File: config.mk
export PLATFORM = sky130hd
export DESIGN_NAME = mult_sequencer
export DESIGN_NICKNAME = d
export VERILOG_FILES = /design/src/rtl/mult_sequencer_pkg.sv /design/src/rtl/mult_sequencer.sv
export SDC_FILE = /design/constraint.sdc
export NUM_CORES = 1
export LEC_CHECK = 0
export CAP_MARGIN = 20
export CORE_MARGIN = 3
export CORE_UTILIZATION = 40
export DETAILED_ROUTE_END_ITERATION = 10
export DONT_BUFFER_PORTS = 1
export SYNTH_ARGS = -nofsm -noshare
export SYNTH_HDL_FRONTEND = slang
export SYNTH_SLANG_ARGS = --single-unit
File: constraint.sdc
create_clock -name clk -period 2.15 [get_ports clk]
set_input_delay 0.215 -clock clk [delete_from_list [all_inputs] [get_ports clk]]
set_output_delay 0.215 -clock clk [all_outputs]
set_load 0.005 [all_outputs]
File: src/rtl/mult_sequencer_pkg.sv
// Shared definitions for the multiply sequencer: default widths, HI/LO
// select encoding and the sequencer state encoding.
package mult_sequencer_pkg;

  localparam int MS_WIDTH = 32;
  localparam int MS_ITER  = MS_WIDTH;

  localparam logic MT_SEL_LO = 1'b0;
  localparam logic MT_SEL_HI = 1'b1;

  localparam logic [1:0] ST_IDLE    = 2'd0;
  localparam logic [1:0] ST_LOAD    = 2'd1;
  localparam logic [1:0] ST_RUN     = 2'd2;
  localparam logic [1:0] ST_CAPTURE = 2'd3;

  typedef enum logic [1:0] {
    IDLE    = ST_IDLE,
    LOAD    = ST_LOAD,
    RUN     = ST_RUN,
    CAPTURE = ST_CAPTURE
  } state_e;

endpackage

File: src/rtl/mult_sequencer.sv
// Drives an external iterative shift-add multiplier through load + ITER
// iterations, then captures the product into the HI/LO register pair.
module mult_sequencer
  import mult_sequencer_pkg::*;
#(
  parameter int WIDTH = MS_WIDTH,
  parameter int ITER  = WIDTH
) (
  input  logic             clk,
  input  logic             reset,
  input  logic             start,
  input  logic [WIDTH-1:0] op_a,
  input  logic [WIDTH-1:0] op_b,
  output logic [WIDTH-1:0] mult_a,
  output logic [WIDTH-1:0] mult_b,
  output logic             mult_ctrl,
  input  logic [WIDTH-1:0] mult_hi,
  input  logic [WIDTH-1:0] mult_lo,
  input  logic             mt_we,
  input  logic             mt_sel,
  input  logic [WIDTH-1:0] mt_data,
  input  logic             mf_req,
  output logic [WIDTH-1:0] rd_data,
  output logic             busy,
  output logic             stall,
  output logic             done
);

  localparam int CW = $clog2(ITER) + 1;
  localparam logic [CW-1:0] LAST_CNT = CW'(ITER - 1);

  state_e           state_q, state_d;
  logic [CW-1:0]    cnt_q, cnt_d;
  logic [WIDTH-1:0] a_q, a_d;
  logic [WIDTH-1:0] b_q, b_d;
  logic [WIDTH-1:0] hi_q, hi_d;
  logic [WIDTH-1:0] lo_q, lo_d;
  logic             done_q, done_d;

  always_comb begin
    state_d = state_q;
    cnt_d   = cnt_q;
    a_d     = a_q;
    b_d     = b_q;
    hi_d    = hi_q;
    lo_d    = lo_q;
    done_d  = 1'b0;
    case (state_q)
      IDLE: begin
        // An MT write and a start in the same cycle both take effect; the
        // product later overwrites HI/LO at capture.
        if (mt_we) begin
          if (mt_sel == MT_SEL_HI) hi_d = mt_data;
          else                     lo_d = mt_data;
        end
        if (start) begin
          state_d = LOAD;
          a_d     = op_a;
          b_d     = op_b;
        end
      end
      LOAD: begin
        state_d = RUN;
        cnt_d   = '0;
      end
      RUN: begin
        cnt_d = cnt_q + CW'(1);
        if (cnt_q == LAST_CNT) state_d = CAPTURE;
      end
      CAPTURE: begin
        hi_d    = mult_hi;
        lo_d    = mult_lo;
        done_d  = 1'b1;
        state_d = IDLE;
      end
      default: state_d = IDLE;
    endcase
  end

  always_ff @(posedge clk or negedge reset) begin
    if (!reset) begin
      state_q <= IDLE;
      cnt_q   <= '0;
      a_q     <= '0;
      b_q     <= '0;
      hi_q    <= '0;
      lo_q    <= '0;
      done_q  <= 1'b0;
    end else begin
      state_q <= state_d;
      cnt_q   <= cnt_d;
      a_q     <= a_d;
      b_q     <= b_d;
      hi_q    <= hi_d;
      lo_q    <= lo_d;
      done_q  <= done_d;
    end
  end

  assign mult_a    = a_q;
  assign mult_b    = b_q;
  assign mult_ctrl = (state_q == LOAD);
  assign busy      = (state_q != IDLE);
  assign stall     = busy & (mf_req | mt_we | start);
  assign done      = done_q;
  assign rd_data   = (mt_sel == MT_SEL_HI) ? hi_q : lo_q;

endmodule

==> results by group <==
Status
  – Status: finished, violations left
  – Failing checks: negative hold slack

Synthesis
  – Netlist cell types: 29
  – Mux cell area share after synthesis: 29.5%
  – Sequential share of the synthesized area: 52.3%
  – Compound-Gate Fraction of Synth Area: 1.03%
  – Largest cells by area after synthesis: dfrtp_1 52%, mux2_2 22%, nand2_1 7.4%
  – Largest family of logic cells by synthesized area: multiplexers
  – Syn Inst Count: 532
  – YS warnings: 0
  – FF+latch count, synth: 137
  – Post-Syn Nets: 703
  – Cell Area, Synth: 6560 um^2
  – Leading area contributor after synthesis: dfrtp_1
  – Synth top area share: 52.3%
  – Syn Area/Cell: 12.3 um^2
  – XOR/XNOR Fraction of Synth Area: 0.134%
  – Post-Synth Adder-Cell Area: 0.954%
  – Post-synthesis simple-gate area fraction: 12.2%

Min path
  – Hold Crit Class: primary input to async pin

Cells and area
  – Layout net count: 763
  – Final instance area: 7910 um^2
  – Area Growth Syn to Fin: 20.6%
  – Antenna fix cells: 0
  – Commonest non-fill, non-tap cell in the layout: dfrtp_1
  – Most frequent cells in the layout: 137 x dfrtp_1, 130 x mux2_2, 130 x nand2_1
  – Share of cells above drive strength 1: 33.8%

STA
  – Worst slew pin tran: 0.473 ns
  – Peak Freq: 515 MHz
  – Min Tclk post-route: 1.94 ns
  – RSZ-0062 raised after global routing: false
  – Max-slew violations: 0
  – Max-slew headroom: 68.4%
  – Fin. Hold Viols: 137
  – Clock skew: 0.00610 ns
  – Hold Slack: -0.499 ns
  – Final setup vio count: 0
  – Crit share post-route: 90.3%
  – Final setup TNS: 0 ns

Critical path
  – Critical Path Source Type: register
  – Critical path peak fanout: 15
  – Worst Setup SP: state_q[0]
  – WS Path Type: register to register
  – CP max stage cell: dfrtp_1
  – Buf/Inv on CP: 2
  – Crit-path cells: inv_1, ha_1, nand2_2, o21ai_4, buf_4, mux2_4
  – Arr. time, crit path: 2.22 ns
  – R2r startpoint: state_q[0]
  – Critical path capture point type: register
  – Worst path required time: 2.43 ns
  – Top delay family on crit path: buffers and inverters
  – Slowest cell delay on critical path: 0.41 ns

Placement
  – Post-detail-place hpwl: 10100 um
  – Placed inst area: 6690 um^2
  – Routability cong.: 0.692
  – PortBufs: 0

Drt
  – Via count: 4069
  – Detail Route Antenna Nets: 0
  – Via/cell ratio: 4.96
  – Drt wl/cell: 18.1 um
  – Drt pass-1 iters: 4
  – Residual DRC: 0
  – Initial DRC Count: 123
  – Total wire length: 14900 um

Clocking
  – TritonCTS sink count: 137
  – CTS Buffer Depth: 2
  – CTS clock-pin slew for the worst setup and hold paths: 0.06 ns
  – CTS tree: yes
  – Worst-Skew Late Latency: 0.40 ns
  – Total CTS buffers: 17
  – CTS root buffer: clkbuf_16
  – Post-cts sizing count: 0
  – Max H-tree Level: 4
  – # hold bufs at CTS: 64
  – Setup bufs post-CTS: 0

Power
  – Pleak: 0.00353 uW
  – PD cells: 1500 nW/um^2
  – Peak supply drop: 0.000845 V

Floorplanning
  – I/O Pins: 266
  – Core area: 15900 um^2
  – Die Wd: 134 um
  – FP Rows: 46
  – Die Ht: 134 um
  – Die area: 18000 um^2
  – Starting Density: 41.1%

Global route
  – First-pass GRT wire length: 23200 um
  – Pin count of the biggest net entering global routing: 138
  – Antenna violations before repair: 0
  – Global-route usage over all layers: 16.5%
  – Total gr overflow: 0
  – Vias in the first global route: 4445

Job
  – MaxCap Viol Count: 0
-- worst register-to-register path, cell delays in order, from the launching register on --
cell and delay, ns:
dfrtp_1 0.41, inv_1 0.09, ha_1 0.36, nand2_2 0.11
o21ai_4 0.17, buf_4 0.32, mux2_4 0.35
-- final timing paths --
check | to | slack (ns) | depth (start not counted)
max | lo_q[18] | 0.21 | 6
min | mult_b[5] | -0.50 | 0
max reg2reg | lo_q[18] | 0.21 | 6
min reg2reg | hi_q[24] | 0.50 | 1
max in group asynchronous | hi_q[1] | 2.48 | 0
min in group clk | hi_q[24] | 0.05 | 3
-- sequential cells by signal, indices dropped and copies added (netlist names) --
| name | count |
|---|---|
| lo_q | 32 |
| cnt_q | 6 |
| mult_b | 32 |
| state_q | 2 |
| hi_q | 32 |
| done | 1 |
| mult_a | 32 |
-- synthesized netlist by cell type --
| master | instances |
|---|---|
| a21oi_1 | 1 |
| a221oi_1 | 1 |
| and2_1 | 1 |
| buf_2 | 11 |
| buf_4 | 1 |
| buf_6 | 13 |
| clkbuf_1 | 5 |
| dfrtp_1 | 137 |
| ha_1 | 5 |
| inv_1 | 7 |
| mux2_2 | 130 |
| mux2_4 | 30 |
| mux2i_1 | 2 |
| nand2_1 | 130 |
| nand2_2 | 2 |
| nand2_4 | 1 |
| nand2b_1 | 32 |
| nand2b_4 | 1 |
| nand3_1 | 6 |
| nand4_1 | 2 |
| nor2_1 | 3 |
| nor2b_1 | 1 |
| nor3_1 | 1 |
| o21ai_0 | 4 |
| o21ai_4 | 1 |
| o221ai_1 | 1 |
| o22a_1 | 1 |
| or3_1 | 1 |
| xor2_1 | 1 |
-- logic make-up after synthesis --
group | count (synthesis)
AO/OA/AOI/OAI | 9
XOR/XNOR | 1
adder cells (fa/ha/maj) | 5
buffers and inverters | 37
flip-flops | 137
multiplexers | 162
AND/OR/NAND/NOR | 181
-- power breakdown --
part           leakage [uW]  internal (uW)  switching (uW)
registers           0.00163           3910             889
clock network      0.000275           1710            1110
logic               0.00163           2500            1780
total               0.00353           8120            3780
-- layer usage --
layer	GRT usage, %	vias up	routed length (um)
li1	-	1903	-
met3	5.59	14	912
met5	0	-	0
met2	28.8	120	7950
met1	19.3	2032	5800
met4	4.86	0	202
-- per-stage QoR --
step / worst slack, ns / instances / utilization, % / power (uW) / hold WS (ns)
2_1_floorplan: 0.531 / 532 / - / 8220 / -0.0806
3_3_place_gp: 0.258 / 725 / 42.0 / 8870 / -0.0775
3_5_place_dp: 0.195 / 725 / 42.0 / 9080 / -0.0787
4_1_cts: 0.181 / 820 / 49.6 / 12100 / -0.527
5_1_grt: 0.0693 / 820 / 49.6 / 12700 / -0.535
6_report: 0.209 / 820 / 49.6 / 11900 / -0.499
-- area by class of cell --
type	count	area, um^2
Inverter	7	26.3
Tap cell	216	270
Clock buffer	17	425
Fill cell	1428	8030
Timing Repair Buffer	71	731
Multi-Input combinational cell	358	2880
Clock inverter	14	150
Sequential cell	137	3430
Note: power is estimated with default switching activity, not from simulation.
